File: src/rtl/param_fifo_pkg.sv
// Shared constants and elaboration-time parameter checks for param_fifo.
package param_fifo_pkg;
   localparam int DEF_WIDTH = 8;
   localparam int DEF_DEPTH = 16;

   function automatic bit af_level_ok(input int depth, input int level);
      return (level >= 1) && (level <= depth);
   endfunction

   function automatic bit depth_ok(input int depth);
      return (depth >= 2) && ((depth & (depth - 1)) == 0);
   endfunction
endpackage

File: src/rtl/param_fifo_out_stage.sv
// Registered head-of-queue stage; refills from memory, or straight from the
// write port when memory is empty, so a stream passes through with no bubble.
module param_fifo_out_stage
   import param_fifo_pkg::*;
#(
   parameter int WIDTH = DEF_WIDTH
) (
   input  logic             clk,
   input  logic             rst,
   input  logic             push,
   input  logic [WIDTH-1:0] in_data,
   input  logic             out_ready,
   input  logic             mem_empty,
   input  logic [WIDTH-1:0] mem_data,
   output logic             mem_rd,
   output logic             bypass,
   output logic             out_valid,
   output logic [WIDTH-1:0] out_data
);
   logic load;

   always_comb begin
      load   = !out_valid || out_ready;
      mem_rd = load && !mem_empty;
      bypass = load && mem_empty && push;
   end

   always_ff @(posedge clk) begin
      if (rst) begin
         out_valid <= 1'b0;
      end else if (load) begin
         out_valid <= !mem_empty || push;
      end
   end

   // Data register carries no reset; it is only meaningful with out_valid.
   always_ff @(posedge clk) begin
      if (mem_rd) begin
         out_data <= mem_data;
      end else if (bypass) begin
         out_data <= in_data;
      end
   end
endmodule

File: src/rtl/param_fifo.sv
// Parametrised synchronous valid/ready FIFO with optional registered output
// stage, almost-full flag and sticky overflow flag.
module param_fifo
   import param_fifo_pkg::*;
#(
   parameter  int WIDTH    = DEF_WIDTH,
   parameter  int DEPTH    = DEF_DEPTH,
   parameter  bit OUT_REG  = 1'b0,
   parameter  int AF_LEVEL = DEPTH - 2,
   localparam int ADDR_W   = $clog2(DEPTH),
   localparam int CNT_W    = ADDR_W + 1
) (
   input  logic             clk,
   input  logic             rst,
   input  logic             in_valid,
   output logic             in_ready,
   input  logic [WIDTH-1:0] in_data,
   output logic             out_valid,
   input  logic             out_ready,
   output logic [WIDTH-1:0] out_data,
   output logic [CNT_W-1:0] count,
   output logic             almost_full,
   output logic             overflow
);
   localparam logic [CNT_W-1:0] FULL_CNT = CNT_W'(DEPTH);
   localparam logic [CNT_W-1:0] AF_CNT   = CNT_W'(AF_LEVEL);

   if (!depth_ok(DEPTH)) begin : g_bad_depth
      $fatal(1, "param_fifo: DEPTH must be a power of two >= 2");
   end
   if (!af_level_ok(DEPTH, AF_LEVEL)) begin : g_bad_af
      $fatal(1, "param_fifo: AF_LEVEL must lie in 1..DEPTH");
   end

   logic [WIDTH-1:0]  mem [DEPTH];
   logic [ADDR_W-1:0] wr_ptr;
   logic [ADDR_W-1:0] rd_ptr;
   logic [WIDTH-1:0]  head;
   logic              push;
   logic              pop;
   logic              wr_en;
   logic              rd_en;

   // in_ready depends only on registered count, never on out_ready.
   assign in_ready    = count < FULL_CNT;
   assign almost_full = count >= AF_CNT;
   assign push        = in_valid && in_ready;
   assign pop         = out_valid && out_ready;
   assign head        = mem[rd_ptr];

   if (OUT_REG) begin : g_out_reg
      logic mem_empty;
      logic bypass;

      // count includes the output-register entry, memory holds the rest.
      assign mem_empty = (count == {{ADDR_W{1'b0}}, out_valid});
      assign wr_en     = push && !bypass;

      param_fifo_out_stage #(.WIDTH(WIDTH)) out_stage_inst (
         .clk       (clk),
         .rst       (rst),
         .push      (push),
         .in_data   (in_data),
         .out_ready (out_ready),
         .mem_empty (mem_empty),
         .mem_data  (head),
         .mem_rd    (rd_en),
         .bypass    (bypass),
         .out_valid (out_valid),
         .out_data  (out_data)
      );
   end else begin : g_no_out_reg
      assign out_valid = (count != '0);
      assign out_data  = head;
      assign wr_en     = push;
      assign rd_en     = pop;
   end

   always_ff @(posedge clk) begin
      if (rst) begin
         wr_ptr   <= '0;
         rd_ptr   <= '0;
         count    <= '0;
         overflow <= 1'b0;
      end else begin
         if (wr_en) wr_ptr <= wr_ptr + ADDR_W'(1);
         if (rd_en) rd_ptr <= rd_ptr + ADDR_W'(1);
         if (push && !pop) begin
            count <= count + CNT_W'(1);
         end else if (pop && !push) begin
            count <= count - CNT_W'(1);
         end
         if (in_valid && !in_ready) overflow <= 1'b1;
      end
   end

   always_ff @(posedge clk) begin
      if (wr_en) mem[wr_ptr] <= in_data;
   end
endmodule

File: config.mk
export PLATFORM = sky130hd
export DESIGN_NAME = param_fifo
export DESIGN_NICKNAME = d
export VERILOG_FILES = /design/src/rtl/param_fifo_pkg.sv /design/src/rtl/param_fifo_out_stage.sv /design/src/rtl/param_fifo.sv
export SDC_FILE = /design/constraint.sdc
export NUM_CORES = 1
export LEC_CHECK = 0
export ABC_AREA = 1
export CAP_MARGIN = 20
export CORE_ASPECT_RATIO = 0.9
export CORE_MARGIN = 2
export CORE_UTILIZATION = 66
export CTS_BUF_LIST = sky130_fd_sc_hd__clkbuf_4
export CTS_CLUSTER_DIAMETER = 120
export CTS_CLUSTER_SIZE = 14
export DETAILED_ROUTE_END_ITERATION = 8
export DONT_BUFFER_PORTS = 1
export HOLD_SLACK_MARGIN = 0.1
export PLACE_DENSITY = 0.86
export SLEW_MARGIN = 20
export SYNTH_ARGS = -nofsm -noshare
export SYNTH_HDL_FRONTEND = slang
export SYNTH_SLANG_ARGS = --single-unit
File: constraint.sdc
create_clock -name clk -period 2.6 [get_ports clk]
set_input_delay 0.39 -clock clk [delete_from_list [all_inputs] [get_ports clk]]
set_output_delay 0.39 -clock clk [all_outputs]
set_load 0.02 [all_outputs]
==> results_dict.tcl <==
set metrics [dict create \
    cts_tree "done" \
    overflow 0 \
    worst_pin_slew_ns 0.9123 \
    worstPathMaxFanout 64 \
    p_switching_w 0.002119 \
    wl_mm 13.19 \
    drtIter0Drc 512 \
    post-route-period-util_pct 93.78 \
    drive_above_1_share_pct 7.937 \
    critical_path_required_ns 2.21 \
    synthXorXnorAreaFrac_pct 0.2695 \
    yosys_warnings 0 \
    path_class "reg -> out" \
    grt_pass1_wl_mm 21.09 \
    pin_count 29 \
    placed_cell_area_um2 6619 \
    synth_cells 658 \
    vias 4502 \
    power_density_nw_per_um2 825.9 \
    reg2reg_from "count[0]" \
    hold_depth 3 \
    synth-adder-area-share_pct 2.040 \
    cts_sinks 146 \
    ff2ff_path_depth 11 \
    synth_top_family_by_area "simple AND/OR/NAND/NOR gates" \
    diodes 0 \
    min_to "rd_ptr[3]" \
    core_um2 9614 \
    routedWlPerCell_um 16.10 \
    vias_per_cell 5.497 \
    outcome "finished, final reports clean" \
    swShare_pct 36.69 \
    syn_area_per_cell_um2 9.878 \
    grt_max_degree 65 \
    peakVddDrop_mv 0.8484 \
    cp-start-kind "register" \
    nets 702 \
    maxCapViolations 0 \
    first_global_vias 4459 \
    crit_top_cell "nand2_1" \
    clock_latency_ns 0.52 \
    cp_slowest_cell "buf_6" \
    antenna_found_initial 0 \
    synth-seq-cells 146 \
    final_cell_mix "nand2_1 (195), edfxtp_1 (128), inv_1 (120)" \
    setup_tns_ns 0 \
    yosysUniqueCellTypes 26 \
    synth_nets 680 \
    path_buf_inv 1 \
    path_cells "buf_6 -> nand2_1 -> nand2_1 -> nand2_1 -> nand3_1 -> nand3_1 -> nand2_1" \
    p_clk_share_pct 22.6 \
    rsz0062_at_grt "false" \
    area_growth_pct 7.584 \
    min_from "out_ready" \
    globalplace.congestion 0.8562 \
    synth-edff-count 128 \
    crit_path_end_kind "output port" \
    seq_area_frac_synth_pct 64.68 \
    power.internal_w 0.003657 \
    cts-root-buf "clkbuf_4" \
    stdcell_area_um2 6993 \
    hp-class "in -> reg" \
    rr_endpoint "count[4]" \
    cp_top_family "simple AND/OR/NAND/NOR gates" \
    fin_worst_skew_ns 0.02111 \
    ys_async_sr_fraction_pct 0 \
    track_usage_pct 26.68 \
    clk_pin_slew_ns 0.12 \
    critPathMaxStageDelay_ns 0.42 \
    ant_nets 0 \
    combPwrFrac_pct 28.9 \
    die_height_um 98.15 \
    die_w_um 108.6 \
    max_freq_ghz 0.4101 \
    setup_viol 0 \
    final_common_cell "nand2_1" \
    synth_ff_type "edfxtp_1" \
    cts_buffer_depth 2 \
    cts_buffers 17 \
    htreeDepth 4 \
    relSlewSlack_pct 38.95 \
    rows 34 \
    hpwlAfterDp_mm 8.252 \
    synth_compound_gate_area_share_pct 1.424 \
    cp.arrival_ns 2.05 \
    syn_area_um2 6500 \
    portBuffers 0 \
    period_needed_ns 2.438 \
    start_util_pct 67.61 \
    leakage_nw 3.032 \
    regToRegSetupSlack_ns 0.29 \
    yosys.area_share.simple_pct 21.83 \
    first_pass_iters 6 \
    drc 0 \
    drv_slew 0 \
    seqPwrFrac_pct 48.5 \
    hold_viol 0 \
    cts_setup_buffers 0 \
    synthMuxAreaShare_pct 0 \
    dieArea_um2 10660 \
]
metrics by stage:
| step | worst slack, ns | utilization, % | hold slack, ns | power (W) | std cells |
|---|---|---|---|---|---|
| floorplan | 0.5236 | - | 0.4591 | 0.004148 | 658 |
| global placement | 0.4322 | 68.84 | 0.4646 | 0.004345 | 776 |
| detailed placement | 0.3120 | 68.84 | 0.4666 | 0.004430 | 776 |
| CTS | 0.02963 | 72.67 | 0.1027 | 0.005757 | 819 |
| global route | 0.04500 | 72.74 | 0.1216 | 0.006096 | 819 |
| finish | 0.1616 | 72.74 | 0.1446 | 0.005776 | 819 |
worst min-delay path: cells and delay by family:
family	cells	cell delay (ns)
and+or+nand+nor	3	0.23
sequential cells by signal, indices dropped and copies added, names as in the netlist, named ones only:
register  flops
wr_ptr        4
count         5
mem         128
overflow      1
rd_ptr        4
how the worst max path moves through the flow:
stage | startpoint | to | slack, ns | cells past startpoint
2_1_floorplan | count[4] | count[4] | 0.52 | 11
3_5_place_dp | count[1] | count[4] | 0.31 | 11
6_report | register | out_data[5] | 0.16 | 7
3_3_place_gp | count[0] | count[4] | 0.43 | 11
4_1_cts | register | out_data[5] | 0.03 | 7
5_1_grt | register | out_data[1] | 0.04 | 7
final cells by class:
type,instances,area [um^2]
Inverter,123,464.2
Timing Repair Buffer,27,246.5
Sequential cell,146,4205
Clock buffer,17,127.6
Tap cell,126,157.7
Fill cell,648,2621
Multi-Input combinational cell,365,1662
Clock inverter,15,130.1
routing by layer:
metal	part of all wire (%)	global-route usage [%]
met3	8.1	6.409
met5	0	0
met2	51	43.94
met4	2.4	12.23
met1	39	33.52
cells in the mapped netlist, types with 3 or more instances:
| library cell | number | area [um^2] |
|---|---|---|
| nand3_1 | 105 | 525.5 |
| buf_2 | 12 | 60.06 |
| buf_6 | 8 | 90.09 |
| o21ai_0 | 5 | 25.02 |
| a21oi_1 | 11 | 55.05 |
| ha_1 | 9 | 112.6 |
| edfxtp_1 | 128 | 3844 |
| inv_1 | 120 | 450.4 |
| inv_2 | 3 | 11.26 |
| nand2_1 | 195 | 732.0 |
| nor2_1 | 28 | 105.1 |
| dfxtp_1 | 18 | 360.4 |
cells by family after synthesis:
group	count (synthesis)
DFF	146
xor gates and xnor gates	2
and+or+nand+nor	335
AOI/OAI and AO/OA	18
buffers and inverters	147
adders and majority gates	10
repair_timing:
| item | CTS | global route |
|---|---|---|
| gates resized for setup | 0 | 3 |
| hold buffers | 11 | 0 |
| hold endpoints to repair | 135 | 0 |
| setup endpoints to repair | 0 | 8 |
power by group through the flow:
stage / logic (W) / clock network [W] / registers (W)
2_1_floorplan: 0.00131 / 0 / 0.00283
3_3_place_gp: 0.00150 / 0 / 0.00284
3_5_place_dp: 0.00158 / 0 / 0.00285
4_1_cts: 0.00164 / 0.00132 / 0.00280
5_1_grt: 0.00185 / 0.00142 / 0.00282
6_report: 0.00167 / 0.00131 / 0.00280
No activity file was read; power rests on OpenSTA's default activity.
